==> src/rtl/clk_rst_gen.sv <==
// clk_rst_gen
// Divides a reference clock into a programmable-period, programmable-duty
// clock and produces a synchronously released, delayed active-low reset.
// Every output comes straight from a flop, so none of them can glitch.
module clk_rst_gen #(
  parameter int PERIOD = 10,   // generated period in reference cycles (>= 2)
  parameter int DUTY   = 50,   // high time in percent (1..99)
  parameter int DELAY  = 996,  // extra cycles rst_n_out stays low after sync
  parameter int CNT_W  = 32    // width of the completed-period counter
) (
  input  logic             clk,
  input  logic             rst_n,
  input  logic             en,
  output logic             clk_out,
  output logic             rst_n_out,
  output logic [CNT_W-1:0] period_cnt
);

  // Reject parameter sets that cannot produce a sensible clock.
  if (PERIOD < 2) begin : g_bad_period
    $error("clk_rst_gen: PERIOD must be >= 2");
  end
  if ((DUTY < 1) || (DUTY > 99)) begin : g_bad_duty
    $error("clk_rst_gen: DUTY must be in 1..99");
  end
  if (DELAY < 0) begin : g_bad_delay
    $error("clk_rst_gen: DELAY must be >= 0");
  end
  if (CNT_W < 1) begin : g_bad_cnt_w
    $error("clk_rst_gen: CNT_W must be >= 1");
  end

  // High time in reference cycles. The clamp guarantees that both phases
  // exist, even for extreme duty values on short periods.
  localparam int HIGH_RAW = (PERIOD * DUTY) / 100;
  localparam int HIGH     = (HIGH_RAW < 1)          ? 1 :
                            (HIGH_RAW > PERIOD - 1) ? PERIOD - 1 : HIGH_RAW;

  localparam int PH_W        = (PERIOD < 2) ? 1 : $clog2(PERIOD);
  localparam int DLY_W       = (DELAY < 1)  ? 1 : $clog2(DELAY + 1);
  localparam int SYNC_STAGES = 2;

  localparam logic [PH_W-1:0]  PHASE_LAST = PH_W'(PERIOD - 1);
  localparam logic [PH_W-1:0]  PHASE_HIGH = PH_W'(HIGH);
  localparam logic [DLY_W-1:0] DLY_MAX    = DLY_W'(DELAY);

  logic [SYNC_STAGES-1:0] r_sync;
  logic [DLY_W-1:0]       r_dly_cnt;
  logic                   r_rst_n_out;
  logic [PH_W-1:0]        r_phase;
  logic                   r_clk_out;
  logic [CNT_W-1:0]       r_period_cnt;

  logic                   w_srst_n;
  logic                   w_dly_done;
  logic [PH_W-1:0]        w_phase_next;
  logic                   w_clk_next;
  logic                   w_rise;

  // Reset synchronizer: asserts asynchronously, releases after two edges.
  always_ff @(posedge clk or negedge rst_n) begin
    if (!rst_n) begin
      r_sync <= '0;
    end else begin
      r_sync <= {r_sync[SYNC_STAGES-2:0], 1'b1};
    end
  end

  assign w_srst_n   = r_sync[SYNC_STAGES-1];
  assign w_dly_done = (r_dly_cnt == DLY_MAX);

  // Delay counter: runs once the synchronized reset is released, then parks.
  always_ff @(posedge clk or negedge rst_n) begin
    if (!rst_n) begin
      r_dly_cnt <= '0;
    end else if (w_srst_n && !w_dly_done) begin
      r_dly_cnt <= r_dly_cnt + DLY_W'(1);
    end
  end

  // Delayed reset output: set once the delay has elapsed, sticky until rst_n.
  always_ff @(posedge clk or negedge rst_n) begin
    if (!rst_n) begin
      r_rst_n_out <= 1'b0;
    end else if (w_srst_n && w_dly_done) begin
      r_rst_n_out <= 1'b1;
    end
  end

  // Next phase / clock level. Disabling snaps the phase back to 0 so the
  // next enabled edge always opens a complete high phase.
  always_comb begin
    w_phase_next = r_phase;
    w_clk_next   = r_clk_out;
    if (w_srst_n) begin
      if (en) begin
        w_clk_next   = (r_phase < PHASE_HIGH);
        w_phase_next = (r_phase == PHASE_LAST) ? '0 : r_phase + PH_W'(1);
      end else begin
        w_clk_next   = 1'b0;
        w_phase_next = '0;
      end
    end
  end

  assign w_rise = w_clk_next & ~r_clk_out;

  // Phase counter and generated clock register.
  always_ff @(posedge clk or negedge rst_n) begin
    if (!rst_n) begin
      r_phase   <= '0;
      r_clk_out <= 1'b0;
    end else begin
      r_phase   <= w_phase_next;
      r_clk_out <= w_clk_next;
    end
  end

  // Period counter: one count per clk_out rising transition, free-wrapping.
  always_ff @(posedge clk or negedge rst_n) begin
    if (!rst_n) begin
      r_period_cnt <= '0;
    end else if (w_rise) begin
      r_period_cnt <= r_period_cnt + CNT_W'(1);
    end
  end

  assign clk_out    = r_clk_out;
  assign rst_n_out  = r_rst_n_out;
  assign period_cnt = r_period_cnt;

endmodule

==> config.mk <==
export PLATFORM = sky130hd
export DESIGN_NAME = clk_rst_gen
export DESIGN_NICKNAME = d
export VERILOG_FILES = /design/src/rtl/clk_rst_gen.sv
export SDC_FILE = /design/constraint.sdc
export NUM_CORES = 1
export LEC_CHECK = 0
export ABC_AREA = 1
export ABC_CLOCK_PERIOD_IN_PS = 1700
export CAP_MARGIN = 20
export CORE_MARGIN = 2
export CORE_UTILIZATION = 55
export CTS_CLUSTER_SIZE = 14
export DETAILED_ROUTE_END_ITERATION = 6
export GPL_TIMING_DRIVEN = 1
export PLACE_DENSITY = 0.87
export SYNTH_ARGS = -nofsm -noshare
export SYNTH_HDL_FRONTEND = slang
export SYNTH_SLANG_ARGS = --single-unit
==> constraint.sdc <==
create_clock -name clk -period 1.7 [get_ports clk]
set_input_delay 0.255 -clock clk [delete_from_list [all_inputs] [get_ports clk]]
set_output_delay 0.255 -clock clk [all_outputs]
set_load 0.005 [all_outputs]
==> impl_results.md, run 1 <==
* Status: completed
* CP Launch Type: register
* Number of global-route vias before repair at 2244
* Pint at 2.03 mW
* Worst-path clk slew at 0.10 ns
* N_diodes at 0
* Min Hold Slack at around 0.36 ns
* Worst clock skew at 0.00760 ns
* WHS Path Cells at 0
* Max cap viols at 0
* Post-synthesis sequential area ratio at 44.9%
* Vias/cell at 5.23
* Post-Route WL at 6110 microns
* DP Cell Count at 460
* Slew HR at a little over three fifths
* Dpl cell area at between 0.003 and 0.004 sq mm
* Tcrit/Tclk final at 97.2%
* DRC Markers at 0
* Maximum vdd drop at 0.611 mV
* CP max FO at 6
* Worst Tran Pin Value at 0.556 ns
* Grt ovf at 0
* Worst setup EP type: output port
* IO buf count at 36
* Syn Inst Count at 350
* Total of warnings raised by yosys at 0
* Core Area at ~0.0048 sq mm
* Largest net degree at the start of global routing at 20
* Post-route design area at 0.00345 sq mm
* Post-synthesis async set-or-reset flop share at 100%
* Io pins at 37
* Final Hold Vio Count at 0
* Layout cells sized above 1 at 11.7%
* Synth area leaders: dfrtp_1 (45%), nand2_1 (15%), inv_1 (5.7%), nand3_1 (4.5%), xor2_1 (4.4%)
* Leakage power total at 1.64 nW
* R2R cell count at 9
* Flop pwr share at 51.2%
* #FFs+latches synth at 50
* Design Power at between 2 and 3 mW
* Worst EP required at approximately 1.4 ns
* Met3 GRT Util at 4.02%
* P per Cell Area at 828 mW/mm^2
* Netlist Area Pre-Place at 0.00279 sq mm
* Most frequent cells after synthesis: nand2_1 (110), dfrtp_1 (50), inv_1 (42)
* Clock buffer depth at 2
* Final core occ at slightly above 70%
* Fmax at 605 MHz
* Cell count along the critical path at 1
* Critical path arrival at 1.40 ns
* Die width at 75.2 microns
* First-pass GRT wire length at 10300 microns
* Critical path class: register to output port
* Full die area at 0.00565 sq mm
* Delay-heaviest family, CP: buffers and inverters
* Place WS at -0.0964 ns
* RSZ-0062 raised after global routing: no
* Library cells used by synthesis at 30
* WL/cell at ~13 microns
* Placed wire-length estimate at about 4500 microns
* Worst Path Buf+Inv at 1
* Worst-Skew Late Latency at 0.31 ns
* Core Rows at 25
* Synth area leader: dfrtp_1
* Total track usage at 23.7%
* Period minus WS final at roughly 1.7 ns
* Syn-to-layout area delta at 23.8%
* Share of the synthesized area in the top cell type at 44.9%
* 1st-pass router iterations at 5
* Synth Net Count at 359
* 1st-iter DRT viols at 130
* Critical-path top delay cell: clkdlybuf4s50_1
* Sw Ratio at 28.9%
* Die Y at 75.2 microns
* Max incr delay on CP at 0.56 ns
* TritonCTS buffer count at 5
* Clk pwr share at 29.7%
* Setup WS post-layout at roughly 0.048 ns
* Setup violators final at 0
* Main synth FF type: dfrtp_1
* Antenna-violating nets left at 0
* Vias at 2457
* Final cell count without fillers at between 400 and 500
* Hold Crit Class: register to register
* H-tree Lvls at 2
* Most common cell in the synthesized netlist: nand2_1
* Met1 Use GR at 32.6%
* Combinational Power Share at 19.1%
* Global route hottest layer: met2
* Met2 usage at 39.4%
* Avg Cell Area, Syn at 7.96 sq um
* Number of flops mapped to enable cells by yosys at 0
* CTS tree: built
* Routability Congestion at 0.941
* Setup TNS at 0 ns
* Sinks on Clock Net at 50
* Max-slew violations at 0
* Clock Tree Root: clkbuf_8
* Reg2Reg Setup Slack at 0.13 ns
* Worst-path cell chain: clkdlybuf4s50_1
* Initial antenna violation count at 0
* Final nets at 411
* Initial Util at 57.8%
* Sw Pwr at 0.826 mW
==> per-layer routing <==
metal	share of wire, %	vias to the layer above
li1	-	1202
met1	45	1177
met2	49	69
met3	5.4	9
met4	1.1	0
met5	0	-
==> layout make-up <==
cell class,instances,area (sq um)
clock buffer,5,68.8
clock inverter,3,40.0
fill,375,1370
inverter,43,161
multi-input combinational,252,1360
sequential,50,1250
tap,67,83.8
timing repair buffer,50,479
==> worst paths after layout <==
check	endpoint	startpoint
worst max register to register	period_cnt[8]	r_phase[1]
worst min register to register	r_sync[1]	r_sync[0]
min in group asynchronous	clk_out	rst_n
worst max-delay path	period_cnt[24]	period_cnt[24]
max in group asynchronous	period_cnt[29]	rst_n
worst min-delay path	r_sync[1]	r_sync[0]
==> registers in the layout, summed over array words and instances, names as in the netlist <==
register and cells:
period_cnt 32, r_dly_cnt 10, r_phase 4, r_sync 2, clk_out 1, rst_n_out 1
==> logic make-up after synthesis <==
kind of cell / share of synthesized area [%]
XOR/XNOR: 7.23
buffers and inverters: 7.10
AND/OR/NAND/NOR: 35.8
other: 0.135
flip-flops: 44.9
adder cells (fa/ha/maj): 2.70
AO/OA/AOI/OAI: 1.75
multiplexers: 0.359
==> power groups by stage <==
stage / combinational (mW) / sequential (mW) / clock (mW)
after floorplan: 0.290 / 1.48 / 0
after global placement: 0.520 / 1.48 / 0
after detailed placement: 0.538 / 1.48 / 0
after CTS: 0.545 / 1.46 / 0.845
after global routing: 0.621 / 1.49 / 0.894
final: 0.546 / 1.46 / 0.849
==> placed cells by master (no fill, tap or decap), drive strengths merged, types with 5 or more instances in the layout <==
master / instances
nand4: 14
nand3: 28
xnor2: 9
inv: 43
dfrtp: 50
o21ai: 6
ha: 6
clkbuf: 5
nand3b: 5
nor2: 39
nor3: 13
buf: 14
nand2: 112
xor2: 14
clkdlybuf4s50: 35
==> timing repair <==
| action | CTS | global route |
|---|---|---|
| hold buffers | 1 | 0 |
| buffers inserted | 0 | 1 |
| gates resized for setup | 0 | 10 |
| hold endpoints to repair | 16 | 0 |
| setup endpoints to repair | 0 | 27 |
Power figures use the tool's default switching activity.
==> inputs of run 2 (changes only) <==
--- a/config.mk
+++ b/config.mk
@@ -17,3 +17,4 @@
 export SYNTH_ARGS = -nofsm -noshare
 export SYNTH_HDL_FRONTEND = slang
 export SYNTH_SLANG_ARGS = --single-unit
+export TNS_END_PERCENT = 5
==> run 2 against run 1 <==
- combinational power about the same
- largest power group unchanged
- register-to-register slack lost 0.02 ns
- count of clock-buffer cells in the layout unchanged
- clock power shrank 0.5%
- clock skew barely moved
- maximum frequency shrank 0.23%
- sequential cell count unchanged
- global-route usage is the same
- via count decreased by 0.37%
- hold slack about the same
==> impl_results.md, run 2 (same netlist as run 1, synthesis figures left out) <==
* Worst EP required at 1.44 ns
* Worst setup EP type: output port
* Initial Util at 57.8%
* N_diodes at 0
* Slew HR at a little over three fifths
* Core Rows at 25
* Setup TNS at 0 ns
* Critical-path top delay cell: clkdlybuf4s50_1
* Multi-input gate area at 0.00136 sq mm
* 1st-iter DRT viols at 143
* Number of global-route vias before repair at ~2200
* Die Y at roughly 75 microns
* Min Hold Slack at 0.355 ns
* Fmax at 604 MHz
* CP max FO at 6
* CTS tree: built
* Max cap viols at 0
* Routability Congestion at 0.941
* Initial antenna violation count at 0
* Worst-path clk slew at 0.10 ns
* Reg area at 0.00125 sq mm
* Critical path class: register to output port
* Max incr delay on CP at 0.57 ns
* Die width at 75.2 microns
* Worst-path cell chain: clkdlybuf4s50_1
* First-pass GRT wire length at 10300 microns
* Syn-to-layout area delta at 23.7%
* Critical path arrival at 1.40 ns
* Core Area at 0.00482 sq mm
* Delay-heaviest family, CP: buffers and inverters
* Sinks on Clock Net at 50
* Full die area at between 0.005 and 0.006 sq mm
* Most common cell after layout, fill and taps aside: nand2_1
* Post-Route WL at 6090 microns
* Largest net degree at the start of global routing at 20
* Max-slew violations at 0
* WL/cell at 13.0 microns
* Number of flip-flops in the largest register at 32
* CP Launch Type: register
* Filler cell count at ~380
* Clock Tree Root: clkbuf_8
* H-tree Lvls at 2
* Tcrit/Tclk final at 97.4%
* Vias/cell at 5.21
* Leakage power total at 1.64 nW
* Total track usage at a little under a quarter
* Antenna-violating nets left at 0
* Layout cells sized above 1 at 11.2%
* Worst clock skew at 0.00729 ns
* Final Hold Vio Count at 0
* Most frequent cells in the layout: nand2_1 (107), dfrtp_1 (50), inv_1 (42)
* Hold Crit Class: register to register
* Grt ovf at 0
* Worst Tran Pin Value at between 0.5 and 0.6 ns
* Worst-Skew Late Latency at 0.30 ns
* Maximum vdd drop at just over 0.6 mV
* Placed wire-length estimate at around 4500 microns
* IO buf count at 36
* Final core occ at 71.5%
* Io pins at 37
* P per Cell Area at 828 mW/mm^2
* Setup violators final at 0
* DRC Markers at 0
* Worst Path Buf+Inv at 1
* 1st-pass router iterations at 4
* Clock buffer depth at 2
* TritonCTS buffer count at 5
* Status: completed
* Final nets at 411
* RSZ-0062 raised after global routing: yes
* Vias at between 2000 and 2500
* Period minus WS final at 1.66 ns
## run 2: cell types whose count changed in the layout (fill, tap and decap cells not counted)
cell,before,now
nor2_1,29,30
inv_1,41,42
nor2_2,7,6
inv_2,2,1
## run 2: worst paths after layout
path | endpoint | slack [ns] | depth (start not counted) | from
setup / recovery | period_cnt[24] | 0.04 | 1 | period_cnt[24]
hold / removal | r_sync[1] | 0.36 | 0 | r_sync[0]
setup reg to reg | period_cnt[8] | 0.11 | 9 | r_phase[1]
hold reg to reg | r_sync[1] | 0.36 | 0 | r_sync[0]
max in group asynchronous | period_cnt[9] | 0.70 | 3 | rst_n
min in group asynchronous | clk_out | 0.41 | 2 | rst_n
## run 2: stage by stage
stage	area, sq um	power, mW	std cells	worst slack [ns]
floorplan	2790	1.77	350	0.203
global placement	3290	2.00	460	-0.0562
CTS	3410	2.85	469	0.0204
detailed placement	3290	2.02	460	-0.0964
finish	3440	2.85	470	0.0437
global route	3440	3.00	470	-0.0107
## run 2: area by class of cell
type,count,area share [%]
Sequential cell,50,36.3
Timing Repair Buffer,50,13.9
Multi-Input combinational cell,252,39.5
Inverter,43,4.69
Clock inverter,3,1.16
Clock buffer,5,2.00
Tap cell,67,2.43
## run 2: timing repair
item                       in CTS  in global routing
hold buffers                    1                  0
setup endpoints to repair       0                 27
hold endpoints to repair       16                  0
buffers inserted                0                  1
resized for setup               0                  8
## run 2: metal layers
layer | vias up | wire (microns) | global-route usage (%)
met3 | 11 | 309 | 4.02
met2 | 62 | 2980 | 39.4
met5 | - | 0 | 0
met4 | 0 | 79 | 6.04
li1 | 1204 | - | -
met1 | 1171 | 2730 | 32.6
## run 2: report_power, final
| group | total, mW | switching, mW | internal (mW) |
|---|---|---|---|
| clock network | 0.845 | 0.411 | 0.434 |
| registers | 1.46 | 0.143 | 1.32 |
| logic | 0.546 | 0.269 | 0.278 |
| total | 2.85 | 0.822 | 2.03 |
==> inputs of run 3 (changes only) <==
--- a/config.mk
+++ b/config.mk
@@ -14,6 +14,7 @@
 export DETAILED_ROUTE_END_ITERATION = 6
 export GPL_TIMING_DRIVEN = 1
 export PLACE_DENSITY = 0.87
+export REMOVE_ABC_BUFFERS = 1
 export SYNTH_ARGS = -nofsm -noshare
 export SYNTH_HDL_FRONTEND = slang
 export SYNTH_SLANG_ARGS = --single-unit
==> run 3 against run 2 <==
- count of clock-buffer cells in the layout is 2 higher
- global-route usage rose by 1.2 points
- maximum frequency is 3.0% higher
- sequential cell count is the same
- die area did not move
- first-iteration DRC count is 37% higher
- clock skew shrank 0.0030 ns
- setup slack better by 0.048 ns
- critical endpoint unchanged
==> impl_results.md, run 3 (same netlist as run 1, synthesis figures left out) <==
* Antenna-violating nets left at 0
* Full die area at between 0.005 and 0.006 sq mm
* Worst-path clk slew at around 0.09 ns
* Fmax at approximately 620 MHz
* Critical path class: register to output port
* Max cap viols at 0
* Placed wire-length estimate at 4780 microns
* Sw Ratio at 29.6%
* Core Area at 0.00482 sq mm
* CTS tree: built
* Post-Route WL at 6350 microns
* Setup WS post-layout at 0.0922 ns
* Die width at 75.2 microns
* N_diodes at 0
* Global route hottest layer: met2
* Combinational Power Share at 21.4%
* Largest net degree at the start of global routing at 21
* Most frequent cells in the layout: nand2_1 (108), dfrtp_1 (50), inv_1 (42)
* WL/cell at about 13 microns
* Final cell count without fillers at 473
* Routability Congestion at between 0.9 and 1
* Hold Crit Class: register to register
* Clk pwr share at a little over a quarter
* Worst-path cell chain: clkdlybuf4s50_1
* Vias at 2467
* Total track usage at 25.0%
* Worst-Skew Late Latency at 0.31 ns
* DP Cell Count at 463
* Worst Tran Pin Value at 0.623 ns
* Max-slew violations at 0
* WHS Path Cells at 0
* Critical path arrival at approximately 1.4 ns
* Grt ovf at 0
* Io pins at 37
* Final core occ at between 70% and 80%
* Met2 usage at 41.4%
* Sinks on Clock Net at 50
* Pint at 1.94 mW
* Initial Util at 57.8%
* Min Hold Slack at between 0.3 and 0.4 ns
* Clock buffer depth at 2
* Number of flip-flops in the largest register at 32
* Final Hold Vio Count at 0
* Core Rows at 25
* Syn-to-layout area delta at 23.5%
* Most common cell after layout, fill and taps aside: nand2_1
* Met1 Use GR at 32.4%
* Final nets at 414
* Flop pwr share at between 50% and 60%
* Delay-heaviest family, CP: buffers and inverters
* Reg2Reg Setup Slack at 0.10 ns
* TritonCTS buffer count at 5
* 1st-iter DRT viols at roughly 200
* First-pass GRT wire length at approximately 11000 microns
* Slew HR at about three fifths
* Die Y at 75.2 microns
* R2R cell count at 9
* P per Cell Area at 802 mW/mm^2
* H-tree Lvls at 2
* Worst Path Buf+Inv at 1
* Setup TNS at 0 ns
* Critical-path top delay cell: clkdlybuf4s50_1
* Place WS at -0.0842 ns
* Min-delay src: r_sync[0]
* DRC Markers at 0
* RSZ-0062 raised after global routing: yes
* Number of global-route vias before repair at 2382
* Met3 GRT Util at 5.09%
* Worst setup EP type: output port
* Maximum vdd drop at 0.780 mV
* Sw Pwr at 0.816 mW
* Vias/cell at approximately 5.2
* Worst r2r src: r_phase[1]
* 1st-pass router iterations at 4
* Worst clock skew at 0.00430 ns
* Period minus WS final at 1.61 ns
* Layout cells sized above 1 at 11.1%
* Leakage power total at 1.62 nW
* Setup violators final at 0
* Hold Path End: r_sync[1]
* Worst R2R End: period_cnt[12]
* Initial antenna violation count at 0
* IO buf count at 36
* Status: completed
* Max incr delay on CP at 0.55 ns
* CP max FO at 6
* Worst EP required at 1.44 ns
* CP Launch Type: register
* Tcrit/Tclk final at 94.6%
* Clock Tree Root: clkbuf_8
==> run 3: what timing repair did <==
action                                  4_1_cts  5_1_grt
hold endpoints to repair                     18        0
endpoints found under the setup margin        0       20
gates resized for setup                       0        6
hold buffers                                  1        0
buffers inserted                              0        1
==> run 3: cell type report <==
| type | instances | area, sq um |
|---|---|---|
| timing repair buffer | 53 | 498 |
| inverter | 43 | 161 |
| clock inverter | 1 | 5.00 |
| fill | 374 | 1380 |
| tap | 67 | 83.8 |
| multi-input combinational | 252 | 1350 |
| sequential | 50 | 1250 |
| clock buffer | 7 | 86.3 |
==> run 3: how the worst max path moves through the flow <==
stage	start	endpoint	slack [ns]	cells past startpoint
2_1_floorplan	r_phase[0]	period_cnt[12]	-0.004	8
3_3_place_gp	en	period_cnt[14]	-0.02	8
3_5_place_dp	en	period_cnt[12]	-0.08	8
4_1_cts	r_phase[1]	period_cnt[12]	0.03	9
5_1_grt	r_phase[1]	period_cnt[7]	-0.02	9
6_report	period_cnt[24]	period_cnt[24]	0.09	1
==> run 3: power groups by stage <==
stage | registers, mW | logic [mW] | clock network, mW
3_5_place_dp | 1.47 | 0.579 | 0
3_3_place_gp | 1.47 | 0.549 | 0
2_1_floorplan | 1.48 | 0.281 | 0
4_1_cts | 1.45 | 0.586 | 0.736
5_1_grt | 1.47 | 0.679 | 0.779
6_report | 1.45 | 0.591 | 0.718
==> run 3: per-stage QoR <==
stage	total power [mW]	instance area (sq um)
floorplan	1.76	2750
global placement	2.02	3310
detailed placement	2.05	3310
CTS	2.77	3410
global route	2.92	3440
finish	2.76	3440
==> run 3: metal layers <==
layer / wire, microns / share of wire (%) / vias to the layer above
met4: 127 / 2.0 / 0
met1: 2750 / 43 / 1165
met5: 0 / 0 / -
met3: 364 / 5.7 / 12
li1: - / - / 1213
met2: 3100 / 49 / 77
==> RTL edit, RTL diff (flow settings as in run 3) <==
Reset style: synchronous (`rst_n`), changed in 5 clocked blocks. Comments in the files are not updated.
--- a/src/rtl/clk_rst_gen.sv
+++ b/src/rtl/clk_rst_gen.sv
@@ -60,3 +60,3 @@
   // Reset synchronizer: asserts asynchronously, releases after two edges.
-  always_ff @(posedge clk or negedge rst_n) begin
+  always_ff @(posedge clk) begin
     if (!rst_n) begin
@@ -72,3 +72,3 @@
   // Delay counter: runs once the synchronized reset is released, then parks.
-  always_ff @(posedge clk or negedge rst_n) begin
+  always_ff @(posedge clk) begin
     if (!rst_n) begin
@@ -81,3 +81,3 @@
   // Delayed reset output: set once the delay has elapsed, sticky until rst_n.
-  always_ff @(posedge clk or negedge rst_n) begin
+  always_ff @(posedge clk) begin
     if (!rst_n) begin
@@ -108,3 +108,3 @@
   // Phase counter and generated clock register.
-  always_ff @(posedge clk or negedge rst_n) begin
+  always_ff @(posedge clk) begin
     if (!rst_n) begin
@@ -119,3 +119,3 @@
   // Period counter: one count per clk_out rising transition, free-wrapping.
-  always_ff @(posedge clk or negedge rst_n) begin
+  always_ff @(posedge clk) begin
     if (!rst_n) begin
Function: differs if rst_n is asserted again (counterexample within 4 cycles, from zero or initial values and one cycle with rst_n low); with rst_n held inactive, the same outputs for 10 cycles.
==> RTL edit against run 3 <==
- sequential share of layout area shrank 6.9 points
- setup slack lost 0.027 ns
- routed wire length grew 9.6%
- sequential cell count is the same
- design area shrank 1.1%
- cell count grew 17%
- synthesized cell count grew 26%
- area after synthesis grew 0.94%
- critical path type is now reg -> reg
- critical endpoint is now period_cnt[29]
- highest routed layer unchanged
Power is not compared: it rests on default switching activity, and its combinational part moved more than twofold at a synthesized area within 25%.
==> RTL edit: results (changes against run 3) <==
metric,value,unit,change
status,finished clean,,
"Arr. time, crit path",1.84,ns,+0.49 ns
cell area after layout,0.00340,mm2,-1.1%
DR WL met2,3300,um,+6.4%
first-pass GRT wire length,10800,um,+0.20%
Area after DPL,0.00327,mm2,-1.3%
initial DRC count,179,,-8.7%
fin nets,492,,+19%
Hold Startpoint,r_sync[0],,
post-DR wirelength/cell,12.6,um,-6.2%
Worst Hold End,r_sync[1],,
final hold slack,0.426,ns,+0.0618 ns
number of global-route vias before repair,2550,,+7.1%
GR met2 Demand/Resource,41.4,%,about the same
final worst slack,0.0648,ns,-0.0274 ns
Post-Place Setup Slack,-0.0261,ns,+0.0581 ns
pin count of the biggest net entering global routing,18,,-14%
CP max stage cell,dfxtp_1,,
Final Skew,0.00767,ns,+0.00336 ns
met1 Use GR,29.5,%,-2.9 points
synth cell count leaders,"112 x nand2_1, 80 x nor2_1, 57 x inv_1, 50 x dfxtp_1, 33 x nand3_1",,
Worst-Margin Slew,0.502,ns,-0.121 ns
M3 GR Usage,5.29,%,+0.20 points
unique cell type count in the Yosys netlist,29,,-3.3%
critical path type,reg -> reg,,
ant diodes,0,,unchanged
gr usage total,24.3,%,-0.63 points
DR pass1 iterations,5,,+1
"top cells by area, synth","dfxtp_1 36%, nand2_1 15%, nor2_1 11%",,
HPWL Detailed,5150,um,+7.8%
via count,2919,,+18%
routed wl met3,465,um,+28%
top sig layer,met4,,
depth of the most critical reg-to-reg path,10,,+1
final WL,6960,um,+9.6%
CP startpoint,r_phase[1],,
Crit path largest cell delay,0.35,ns,-0.20 ns
Metal-1 WL,2970,um,+7.9%
placed cells,546,,+18%
worst-path maximum fanout,8,,+2
Worst R2R End,period_cnt[29],,
"delay-heaviest family, CP",simple AND/OR/NAND/NOR gates,,
layout cells sized above 1,7.87,%,-3.2 points
Hold Crit Depth,2,,+2
fillcell total,449,,+20%
Avg Inst Size Synth,6.38,um2,-20%
Placer Congestion,0.921,,+0.56%
Async SR Flop Fraction,0,%,-100 points
register area share after synthesis,35.6,%,-9.3 points
[RTL edit: final cells by class]
cell class / instances / area share, %
clock buffers: 5 / 2.02
clock inverters: 2 / 1.14
inverters: 58 / 6.44
multi-input cells: 324 / 46.0
flip-flops and latches: 50 / 29.5
well taps: 70 / 2.58
repair buffers: 44 / 12.4
[RTL edit: cell families (layout without fill, tap and decap cells)]
family	Yosys count	count (layout)	share of synthesized area, %
XOR/XNOR	6	6	1.87
flip-flops	50	50	35.6
buffers and inverters	67	109	9.57
AO/OA/AOI/OAI	43	43	8.06
AND/OR/NAND/NOR	269	269	42.2
adder cells (fa/ha/maj)	6	6	2.67
[RTL edit: report_power, final]
part	leakage, uW	internal [uW]	switching [uW]
clock network	0.0000542	433	410
logic	0.000783	42.9	68.2
registers	0.000405	1180	12.0
[RTL edit: tightest hold or removal path, cell delays in order, from the launching register on]
cell	delay, ns
dfxtp_1	0.31
nand2_1	0.05
inv_1	0.03
